$ cat config.mk
export PLATFORM = sky130hd
export DESIGN_NAME = outagu_flat
export DESIGN_NICKNAME = d
export VERILOG_FILES = /design/src/rtl/mvu_pkg.sv /design/src/rtl/outagu_if.sv /design/src/rtl/outagu_loopctr.sv /design/src/rtl/outagu.sv /design/src/flat_wrapper.sv
export SDC_FILE = /design/constraint.sdc
export NUM_CORES = 1
export LEC_CHECK = 0
export CORE_ASPECT_RATIO = 0.5
export CORE_MARGIN = 3
export CORE_UTILIZATION = 45
export CTS_CLUSTER_SIZE = 30
export DETAILED_ROUTE_END_ITERATION = 8
export GPL_ROUTABILITY_DRIVEN = 0
export GPL_TIMING_DRIVEN = 0
export HOLD_SLACK_MARGIN = 0.05
export PLACE_DENSITY_LB_ADDON = 0.05
export SYNTH_ARGS = -nofsm -noshare
export SYNTH_HDL_FRONTEND = slang
export SYNTH_SLANG_ARGS = --single-unit
$ cat constraint.sdc
create_clock -name clk -period 4.1 [get_ports clk]
set_clock_uncertainty 0.15 [all_clocks]
set_input_delay 0.41 -clock clk [delete_from_list [all_inputs] [get_ports clk]]
set_output_delay 0.41 -clock clk [all_outputs]
set_load 0.05 [all_outputs]
$ cat src/rtl/mvu_pkg.sv
// -----------------------------------------------------------------------------
// mvu_pkg -- shared constants and types for the MVU address generators.
//
// Contents:
//   BPREC, BDBANKA, BDBANKW, BWLENGTH : field / bus widths
//   agu_state_e                       : IDLE / RUN / DRAIN job states
//   agu_cfg_t                         : job configuration latched on start
// -----------------------------------------------------------------------------
package mvu_pkg;

  localparam int BPREC    = 6;   // precision field width
  localparam int BDBANKA  = 15;  // data memory address width
  localparam int BDBANKW  = 64;  // data memory word width
  localparam int BWLENGTH = 8;   // loop length field width

  typedef enum logic [1:0] {
    IDLE  = 2'd0,
    RUN   = 2'd1,
    DRAIN = 2'd2
  } agu_state_e;

  // Index [0] is the innermost strided loop level.
  typedef struct packed {
    logic [BPREC-1:0]             prec_m1;  // bit-planes minus one (0 => 1 plane)
    logic [BDBANKA-1:0]           base;
    logic [2:0][BDBANKA-1:0]      stride;
    logic [2:0][BWLENGTH-1:0]     len;      // iteration count minus one
  } agu_cfg_t;

  // A precision of 0 is treated as a single bit-plane.
  function automatic logic [BPREC-1:0] prec_to_max(input logic [BPREC-1:0] prec);
    return (prec == '0) ? '0 : prec - 1'b1;
  endfunction

endpackage

$ cat src/rtl/outagu_if.sv
// -----------------------------------------------------------------------------
// outagu_if -- result-word stream in, data-memory write request out.
//
// Signals:
//   in_valid / in_data / in_ready   : bit-plane word stream from the serializer
//   wr_req / wr_addr / wr_data      : write request toward the memory arbiter
//   wr_grant                        : arbiter takes the request this cycle
//
// Modports:
//   slave  : the address generator (consumes words, issues requests)
//   master : the environment (produces words, grants requests)
// -----------------------------------------------------------------------------
interface outagu_if;

  logic                        in_valid;
  logic [mvu_pkg::BDBANKW-1:0] in_data;
  logic                        in_ready;
  logic                        wr_req;
  logic [mvu_pkg::BDBANKA-1:0] wr_addr;
  logic [mvu_pkg::BDBANKW-1:0] wr_data;
  logic                        wr_grant;

  modport slave (
    input  in_valid, in_data, wr_grant,
    output in_ready, wr_req, wr_addr, wr_data
  );

  modport master (
    output in_valid, in_data, wr_grant,
    input  in_ready, wr_req, wr_addr, wr_data
  );

endinterface

$ cat src/rtl/outagu_loopctr.sv
// -----------------------------------------------------------------------------
// outagu_loopctr -- bit-plane counter nested inside a 3-level strided loop.
//
// Produces the offset acc = b + i0*stride0 + i1*stride1 + i2*stride2 without
// multipliers: each loop level keeps a running partial sum that is advanced by
// its stride and reloaded from the next-outer partial sum on carry.
//
// Ports:
//   clk, rst_n   : clock, synchronous active-low reset
//   clear_i      : zero all counters (job start)
//   step_i       : advance one word (innermost first)
//   prec_m1_i    : last bit-plane index
//   len_i[2:0]   : last iteration index per level
//   stride_i[2:0]: address stride per level
//   last_o       : current position is the final one of the job
//   acc_o        : current offset (modulo 2^BDBANKA)
// -----------------------------------------------------------------------------
module outagu_loopctr
  import mvu_pkg::*;
(
  input  logic                         clk,
  input  logic                         rst_n,
  input  logic                         clear_i,
  input  logic                         step_i,
  input  logic [BPREC-1:0]             prec_m1_i,
  input  logic [2:0][BWLENGTH-1:0]     len_i,
  input  logic [2:0][BDBANKA-1:0]      stride_i,
  output logic                         last_o,
  output logic [BDBANKA-1:0]           acc_o
);

  logic [BPREC-1:0]    b_q, b_d;
  logic [BWLENGTH-1:0] i0_q, i0_d, i1_q, i1_d, i2_q, i2_d;
  // Partial sums: lvl0 = i0*s0+i1*s1+i2*s2, lvl1 = i1*s1+i2*s2, lvl2 = i2*s2.
  logic [BDBANKA-1:0]  lvl0_q, lvl0_d, lvl1_q, lvl1_d, lvl2_q, lvl2_d;

  logic b_max, i0_max, i1_max, i2_max;

  assign b_max  = (b_q  == prec_m1_i);
  assign i0_max = (i0_q == len_i[0]);
  assign i1_max = (i1_q == len_i[1]);
  assign i2_max = (i2_q == len_i[2]);

  assign last_o = b_max & i0_max & i1_max & i2_max;
  assign acc_o  = lvl0_q + BDBANKA'(b_q);

  always_comb begin
    // NOTE: every next-state signal takes its hold value first so no path
    // through the branches below can leave one unassigned and infer a latch.
    b_d    = b_q;
    i0_d   = i0_q;
    i1_d   = i1_q;
    i2_d   = i2_q;
    lvl0_d = lvl0_q;
    lvl1_d = lvl1_q;
    lvl2_d = lvl2_q;

    if (clear_i) begin
      b_d    = '0;
      i0_d   = '0;
      i1_d   = '0;
      i2_d   = '0;
      lvl0_d = '0;
      lvl1_d = '0;
      lvl2_d = '0;
    end else if (step_i) begin
      if (!b_max) begin
        b_d = b_q + 1'b1;
      end else begin
        b_d = '0;
        if (!i0_max) begin
          i0_d   = i0_q + 1'b1;
          lvl0_d = lvl0_q + stride_i[0];
        end else begin
          i0_d = '0;
          if (!i1_max) begin
            i1_d   = i1_q + 1'b1;
            lvl1_d = lvl1_q + stride_i[1];
            lvl0_d = lvl1_q + stride_i[1];
          end else begin
            i1_d = '0;
            if (!i2_max) begin
              i2_d   = i2_q + 1'b1;
              lvl2_d = lvl2_q + stride_i[2];
              lvl1_d = lvl2_q + stride_i[2];
              lvl0_d = lvl2_q + stride_i[2];
            end else begin
              // Whole job consumed: return to the origin.
              i2_d   = '0;
              lvl0_d = '0;
              lvl1_d = '0;
              lvl2_d = '0;
            end
          end
        end
      end
    end
  end

  always_ff @(posedge clk) begin
    // NOTE: non-blocking assignments so all registers update from the values
    // that existed before this edge, independent of statement order.
    if (!rst_n) begin
      b_q    <= '0;
      i0_q   <= '0;
      i1_q   <= '0;
      i2_q   <= '0;
      lvl0_q <= '0;
      lvl1_q <= '0;
      lvl2_q <= '0;
    end else begin
      b_q    <= b_d;
      i0_q   <= i0_d;
      i1_q   <= i1_d;
      i2_q   <= i2_d;
      lvl0_q <= lvl0_d;
      lvl1_q <= lvl1_d;
      lvl2_q <= lvl2_d;
    end
  end

endmodule

$ cat src/rtl/outagu.sv
// -----------------------------------------------------------------------------
// outagu -- write-back address generator for MVU results.
//
// Takes bit-plane words from the serializer, tags each with
// base + b + i0*stride0 + i1*stride1 + i2*stride2 and presents it as a
// registered write request that is held until the arbiter grants it. A grant
// and a new accept in the same cycle replace the request with no bubble.
//
// Ports:
//   clk, rst_n                : clock, synchronous active-low reset
//   start                     : begin a job (only honoured when idle)
//   oprecision                : bit-planes per element (0 => 1)
//   obaseaddr                 : job base address
//   ostride0/1/2, olength0/1/2: loop strides and iteration counts minus one
//   bus (outagu_if.slave)     : word stream in, write request out
//   busy                      : job in progress
//   done                      : one-cycle pulse after the final grant
//   stall_cnt                 : (OUTAGU_STALLCNT_EN only) cycles with a
//                               request pending but not granted, saturating
//
// Build option: define OUTAGU_STALLCNT_EN to add the stall counter.
// -----------------------------------------------------------------------------
module outagu
  import mvu_pkg::*;
(
  input  logic                clk,
  input  logic                rst_n,
  input  logic                start,
  input  logic [BPREC-1:0]    oprecision,
  input  logic [BDBANKA-1:0]  obaseaddr,
  input  logic [BDBANKA-1:0]  ostride0,
  input  logic [BDBANKA-1:0]  ostride1,
  input  logic [BDBANKA-1:0]  ostride2,
  input  logic [BWLENGTH-1:0] olength0,
  input  logic [BWLENGTH-1:0] olength1,
  input  logic [BWLENGTH-1:0] olength2,
  outagu_if.slave             bus,
  output logic                busy,
  output logic                done
`ifdef OUTAGU_STALLCNT_EN
  ,
  output logic [31:0]         stall_cnt
`endif
);

  agu_state_e         state_q, state_d;
  agu_cfg_t           cfg_q, cfg_d;
  logic               wr_req_q, wr_req_d;
  logic [BDBANKA-1:0] wr_addr_q, wr_addr_d;
  logic [BDBANKW-1:0] wr_data_q, wr_data_d;
  logic               done_q, done_d;

  logic               start_ok;
  logic               in_ready;
  logic               accept;
  logic               lc_last;
  logic [BDBANKA-1:0] lc_acc;

  assign start_ok = (state_q == IDLE) & start;

  // One-entry output register: a new word may enter when it is empty or
  // being drained by a grant in this same cycle.
  assign in_ready = (state_q == RUN) & (!wr_req_q | bus.wr_grant);
  assign accept   = bus.in_valid & in_ready;

  outagu_loopctr u_loopctr (
    .clk       (clk),
    .rst_n     (rst_n),
    .clear_i   (start_ok),
    .step_i    (accept),
    .prec_m1_i (cfg_q.prec_m1),
    .len_i     (cfg_q.len),
    .stride_i  (cfg_q.stride),
    .last_o    (lc_last),
    .acc_o     (lc_acc)
  );

  // Configuration capture.
  always_comb begin
    cfg_d = cfg_q;
    if (start_ok) begin
      cfg_d.prec_m1 = prec_to_max(oprecision);
      cfg_d.base    = obaseaddr;
      cfg_d.stride  = {ostride2, ostride1, ostride0};
      cfg_d.len     = {olength2, olength1, olength0};
    end
  end

  // Job FSM.
  always_comb begin
    state_d = state_q;
    done_d  = 1'b0;
    unique case (state_q)
      IDLE:    if (start) state_d = RUN;
      RUN:     if (accept && lc_last) state_d = DRAIN;
      DRAIN: begin
        if (bus.wr_grant) begin
          state_d = IDLE;
          done_d  = 1'b1;
        end
      end
      default: state_d = IDLE;
    endcase
  end

  // Write request register.
  always_comb begin
    wr_req_d  = wr_req_q;
    wr_addr_d = wr_addr_q;
    wr_data_d = wr_data_q;
    if (accept) begin
      wr_req_d  = 1'b1;
      wr_addr_d = cfg_q.base + lc_acc;
      wr_data_d = bus.in_data;
    end else if (bus.wr_grant) begin
      wr_req_d  = 1'b0;
    end
  end

  always_ff @(posedge clk) begin
    if (!rst_n) begin
      state_q   <= IDLE;
      cfg_q     <= '0;
      wr_req_q  <= 1'b0;
      wr_addr_q <= '0;
      wr_data_q <= '0;
      done_q    <= 1'b0;
    end else begin
      state_q   <= state_d;
      cfg_q     <= cfg_d;
      wr_req_q  <= wr_req_d;
      wr_addr_q <= wr_addr_d;
      wr_data_q <= wr_data_d;
      done_q    <= done_d;
    end
  end

  assign bus.in_ready = in_ready;
  assign bus.wr_req   = wr_req_q;
  assign bus.wr_addr  = wr_addr_q;
  assign bus.wr_data  = wr_data_q;
  assign busy         = (state_q != IDLE);
  assign done         = done_q;

`ifdef OUTAGU_STALLCNT_EN
  logic [31:0] stall_cnt_q, stall_cnt_d;

  // Counts only while a job is active; keeps its value once the job ends.
  always_comb begin
    stall_cnt_d = stall_cnt_q;
    if (start_ok) begin
      stall_cnt_d = '0;
    end else if ((state_q != IDLE) && wr_req_q && !bus.wr_grant &&
                 (stall_cnt_q != '1)) begin
      stall_cnt_d = stall_cnt_q + 1'b1;
    end
  end

  always_ff @(posedge clk) begin
    if (!rst_n) stall_cnt_q <= '0;
    else        stall_cnt_q <= stall_cnt_d;
  end

  assign stall_cnt = stall_cnt_q;
`endif

endmodule

$ cat src/flat_wrapper.sv
// flat-port wrapper written by rule: the top's interface ports become plain ports
module outagu_flat import mvu_pkg::*;
  (clk, rst_n, start, oprecision, obaseaddr, ostride0, ostride1, ostride2, olength0, olength1, olength2, busy, done, bus_in_valid, bus_in_data, bus_wr_grant, bus_in_ready, bus_wr_req, bus_wr_addr, bus_wr_data);
  outagu_if bus_i ();
  input  logic clk;
  input  logic rst_n;
  input  logic start;
  input  logic [BPREC-1:0] oprecision;
  input  logic [BDBANKA-1:0] obaseaddr;
  input  logic [BDBANKA-1:0] ostride0;
  input  logic [BDBANKA-1:0] ostride1;
  input  logic [BDBANKA-1:0] ostride2;
  input  logic [BWLENGTH-1:0] olength0;
  input  logic [BWLENGTH-1:0] olength1;
  input  logic [BWLENGTH-1:0] olength2;
  output logic busy;
  output logic done;
  input wire logic [$bits(bus_i.in_valid)-1:0] bus_in_valid;
  input wire logic [$bits(bus_i.in_data)-1:0] bus_in_data;
  input wire logic [$bits(bus_i.wr_grant)-1:0] bus_wr_grant;
  output wire logic [$bits(bus_i.in_ready)-1:0] bus_in_ready;
  output wire logic [$bits(bus_i.wr_req)-1:0] bus_wr_req;
  output wire logic [$bits(bus_i.wr_addr)-1:0] bus_wr_addr;
  output wire logic [$bits(bus_i.wr_data)-1:0] bus_wr_data;
  assign bus_i.in_valid = bus_in_valid;
  assign bus_i.in_data = bus_in_data;
  assign bus_i.wr_grant = bus_wr_grant;
  assign bus_in_ready = bus_i.in_ready;
  assign bus_wr_req = bus_i.wr_req;
  assign bus_wr_addr = bus_i.wr_addr;
  assign bus_wr_data = bus_i.wr_data;
  outagu u_core (.clk(clk), .rst_n(rst_n), .start(start), .oprecision(oprecision), .obaseaddr(obaseaddr), .ostride0(ostride0), .ostride1(ostride1), .ostride2(ostride2), .olength0(olength0), .olength1(olength1), .olength2(olength2), .bus(bus_i), .busy(busy), .done(done));
endmodule
==> impl_metrics.ini <==
[drt]
drt_first_pass_iters = 5
drt_iter0_markers = 621
vias = 10230
post_drt_wl_per_cell_um = 17.67
drc = 0
via_per_inst = 5.362
final_antenna_net_count = 0
wirelength_mm = 33.69

[cts]
clkTransAtPathRegs_ps = 70
clockBufferDepth = 3
cts_tree = done
htree_levels = 1
clock_latency_ps = 530
cts_resized = 0
cts_hold_buf = 0
clkSinkCount = 248
cts-root-buf = clkbuf_16
cts_buffers = 24
cts_setup_buffers = 0

[synth]
synthAdderAreaFrac_pct = 9.085
syn_nets = 1517
synthDistinctLibCells = 68
synth_compound_area_share_pct = 21.27
synth_area_um2 = 11710
synth_top_flop_cell = dfxtp_1
synth_area_leaders = dfxtp_1, ha_1, nand2_1
synth_top_family_by_area = compound AO/OA/AOI/OAI gates
async_reset_ff_share_pct = 0
ys_warn_count = 0
synth_seq_area_share_pct = 42.41
synth_edf_count = 0
yosysTopAreaCell = dfxtp_1
synth_mux_area_share_pct = 0.5237
synth_cells = 1279
synthSimpleGateAreaFrac_pct = 16.28
yosys.area.top_type_share_pct = 42.41
synth_xor_area_share_pct = 7.482
ys_ff_latch = 248
avgSynthCellArea_um2 = 9.153

[timing]
rsz0062_at_grt = no
setup_tns_ps = 0
clock.fmax_mhz = 283.6
max_slew_margin_pct = 39.42
timing.final.ws_setup_ps = 574.1
fin_crit_sh_pct = 86.00
final_max_slew_viol_count = 0
setup_viol = 0
finalHoldViolCount = 0
min_period_ps = 3526
worst_pin_slew_ps = 908.7

[floorplan]
start_util_pct = 46.10
num_rows = 41
die_area_um2 = 28100
core_area_um2 = 25390
fp.dieH_um = 120.1
die_w_um = 234.1
ios = 242

[power_and_ir_drop]
ir_worst_vdd_mv = 0.2903
power.leakage_uw = 0.006290
powerDensity_nw_per_um2 = 372.4

[worst_setup_path]
reg2regPathDepth = 11
startpoint = u_core.u_loopctr.lvl0_q[1]
crit_required_ps = 4360
cp-start-kind = flop
arrival_ps = 3780
cp-end-kind = flop
worstPathMaxFanout = 4
crit_type = flop to flop
reg2reg_from = u_core.u_loopctr.lvl0_q[1]

[grt]
grt_start_max_net_pins = 15
grt_overflow_total = 0
gr-usage-all-layers_pct = 23.51
grt_pass1_wl_mm = 52.65
grt_pass1_vias = 9992
antenna_found_initial = 1

[finish]
final_common_cell = dfxtp_1
layoutNonFillerInstCount = 1907
nNetsFinal = 1784
layout_common_cells = dfxtp_1, clkdlybuf4s50_1, nand2_1, a22o_1, nor2_1
multi_input_area_um2 = 6396
drive_above_1_share_pct = 4.095
area_growth_syn_to_layout_pct = 31.54
nFillCells = 2209
seq_area_um2 = 4965
finalInstanceArea_um2 = 15400
antenna_cells = 0

[min_path]
whs_path_depth = 3
min_from = bus_in_data[8]
hold_class = input pin to flop

[place]
dp_hpwl_mm = 26.15
dp_cells = 1864
placed_cell_area_um2 = 14550
io_buffer_count = 241
pre_cts_ws_ps = 579.4

[run]
max_cap_viol_count = 0

[run_status]
outcome = finished, final reports clean
## registers in the layout, indices dropped and copies added (netlist names)
| register | flops |
|---|---|
| u_core.u_loopctr.i2_q | 8 |
| u_core.bus.wr_addr | 15 |
| u_core.u_loopctr.i1_q | 8 |
| u_core.u_loopctr.lvl2_q | 15 |
| u_core.bus.wr_req | 1 |
| u_core.bus.wr_data | 64 |
| u_core.u_loopctr.lvl0_q | 15 |
| u_core.state_q | 2 |
| u_core.u_loopctr.b_q | 6 |
| u_core.done | 1 |
| u_core.u_loopctr.i0_q | 8 |
| u_core.cfg_q | 90 |
| u_core.u_loopctr.lvl1_q | 15 |
## worst max-delay path, cell delays in order (launching register included)
cell       delay (ps)
dfxtp_1           440
fa_1              460
ha_1              250
fa_1              420
a21o_1            170
a21oi_1           220
o21ba_2           170
o21ai_0           110
and4_1            230
a2111oi_0         490
xor2_1            200
o21ai_0           100
## synth_stat cells, drive strengths merged, types with 4 or more instances
| master | instances |
|---|---|
| buf | 16 |
| o211ai | 7 |
| nor4 | 10 |
| a21boi | 68 |
| ha | 69 |
| nand2b | 6 |
| a21o | 13 |
| and3 | 11 |
| xor2 | 62 |
| o21a | 7 |
| nor3 | 14 |
| inv | 29 |
| a21oi | 62 |
| nand3 | 28 |
| xnor2 | 38 |
| or3 | 8 |
| dfxtp | 248 |
| nor2 | 77 |
| nor2b | 5 |
| a22oi | 23 |
| fa | 10 |
| o21bai | 6 |
| and2 | 10 |
| clkbuf | 44 |
| a211oi | 7 |
| o21ai | 40 |
| a221o | 4 |
| mux2i | 5 |
| nand4 | 8 |
| a31oi | 5 |
| nand2 | 218 |
| a22o | 82 |
## kinds of logic after synthesis
kind of cell	count (synthesis)
AOI/OAI and AO/OA	347
xor gates and xnor gates	100
DFF	248
and+or+nand+nor	410
muxes	6
adders and majority gates	79
buffers and inverters	89
## routing by layer
metal | GRT usage (%) | up-vias | routed length, um
met5 | 0 | - | 9
met1 | 32.13 | 4809 | 15480
li1 | - | 5048 | -
met2 | 38.36 | 312 | 14940
met3 | 4.910 | 55 | 2607
met4 | 5.153 | 2 | 655
## report_power, final
part	switching [uW]	internal (uW)	leakage (uW)
clock	957	1420	0.000427
sequential	64.6	2500	0.00202
combinational	438	348	0.00385
total	1460	4270	0.00629
## layout make-up
cell class                 instances  share of cell area (%)
clock inverter                     9                  0.7800
timing repair buffer             241                   15.67
buffer                            60                   1.536
clock buffer                      34                   4.737
sequential                       248                   32.24
tap                              344                   2.795
multi-input combinational        942                   41.54
inverter                          29                  0.7069
## final timing paths
path                           endpoint  slack (ps)
max reg2reg      u_core.bus.wr_addr[11]         570
min               u_core.bus.wr_data[8]         290
max              u_core.bus.wr_addr[11]         570
min reg2reg  u_core.u_loopctr.lvl2_q[0]         310
## per-stage QoR
stage | hold slack, ps | util [%] | power (uW)
final | 292.2 | 60.64 | 5734
after detailed placement | 299.3 | 57.29 | 3406
after global placement | 293.1 | 57.29 | 3394
after global routing | 284.9 | 60.64 | 5955
after CTS | 267.1 | 60.64 | 5787
after floorplan | 281.5 | - | 3048
Note: power is estimated with default switching activity, not from simulation.
==> patch, RTL diff (config.mk and constraints unchanged) <==
`BDBANKA`: 15 -> 17.
--- a/src/rtl/mvu_pkg.sv
+++ b/src/rtl/mvu_pkg.sv
@@ -9,7 +9,7 @@
 package mvu_pkg;
 
   localparam int BPREC    = 6;   // precision field width
-  localparam int BDBANKA  = 15;  // data memory address width
+  localparam int BDBANKA  = 17;  // data memory address width
   localparam int BDBANKW  = 64;  // data memory word width
   localparam int BWLENGTH = 8;   // loop length field width
 
Ports: changed (5 resized); port bits go from 242 to 252. The function was not compared with the original's and may differ.
==> patch against the original RTL <==
Die area increased by 7.1%; sequential share of layout area increased by 0.12 points; clock power decreased by 5%; worst setup slack improved by 140 ps; combinational power increased by 6.5%; worst hold slack got worse by 27 ps; cell count increased by 8.3%; sequential power increased by 6%; cell area increased by 6.1%; area after synthesis increased by 7.3%; sequential cell count increased by 16; wire length increased by 12%; power increased by 1.8%; largest power group unchanged.
==> patch: results (changes against the original RTL) <==
- Routing usage on met3: 4.625% (-0.29 points)
- Largest net degree at the start of global routing: 16 (+1)
- Reg2Reg Launch Point: u_core.cfg_q[41]
- Top post-synthesis cells by count: dfxtp_1 (264), nand2_1 (222), a21oi_1 (148)
- Num CTS Buffers: 25 (+4.2%)
- Setup ws final: 709.1 ps (+135.1 ps)
- Hold Path Sink: u_core.bus.wr_data[2]
- Layout fillers: 2363 (+7.0%)
- Met2 Resource Use GR: 40.94% (+2.6 points)
- Post-synthesis xor/xnor area fraction: 6.691% (-0.79 points)
- Seq. pwr: 0.00273 W (+6%)
- Ratio of cells with drive above 1 in the final layout: 4.142% (+0.047 points)
- Int Power: 0.004275 W (about the same)
- Vias per inst: 5.427 (+1.2%)
- Worst-Margin Slew: 1188 ps (+279.7 ps)
- CP max-delay cell: a311oi_1
- Post-DP HPWL: 29340 um (+12%)
- CP max FO: 3 (-1)
- Depth of the worst register-to-register path: 10 (-1)
- Comb power frac: 14.3% (+0.6 points)
- Sequential-to-total area share from yosys stat: 42.06% (-0.35 points)
- Net count, final: 1928 (+8.1%)
- Pre-CTS WS: 337.5 ps (-242.0 ps)
- Area after DPL: 15550 um^2 (+6.9%)
- Syn nets: 1650 (+8.8%)
- M1 WL: 17800 um (+15%)
- Multiplexer area fraction after synthesis: 0.8165% (+0.29 points)
- GR met1 Demand/Resource: 33.22% (+1.1 points)
- Wire length on met2: 17230 um (+15%)
- Max layer used: met4
- Status: completed
- Port buffer count: 251 (+4.1%)
patch: changes by cell type after synthesis, moves of 5 or more:
| cell | delta |
|---|---|
| a211oi_1 | +5 |
| a21boi_0 | -68 |
| a21o_1 | +12 |
| a21oi_1 | +87 |
| a22o_1 | +11 |
| buf_1 | -7 |
| clkbuf_1 | +8 |
| dfxtp_1 | +16 |
| ha_1 | +10 |
| nand2_1 | +6 |
| nand2b_1 | +10 |
| nor2_1 | +9 |
| o21ai_0 | +8 |
| xor2_1 | -5 |
patch: area by class of cell:
class | count | area (um^2) | share of cell area (%)
tap | 374 | 467.9 | 2.865
timing repair buffer | 251 | 2512 | 15.38
inverter | 27 | 101.3 | 0.6205
clock buffer | 33 | 685.7 | 4.198
clock inverter | 12 | 98.84 | 0.6052
buffer | 64 | 257.7 | 1.578
sequential | 264 | 5285 | 32.36
multi-input combinational | 1039 | 6922 | 42.38
antenna | 1 | 2.502 | 0.01532
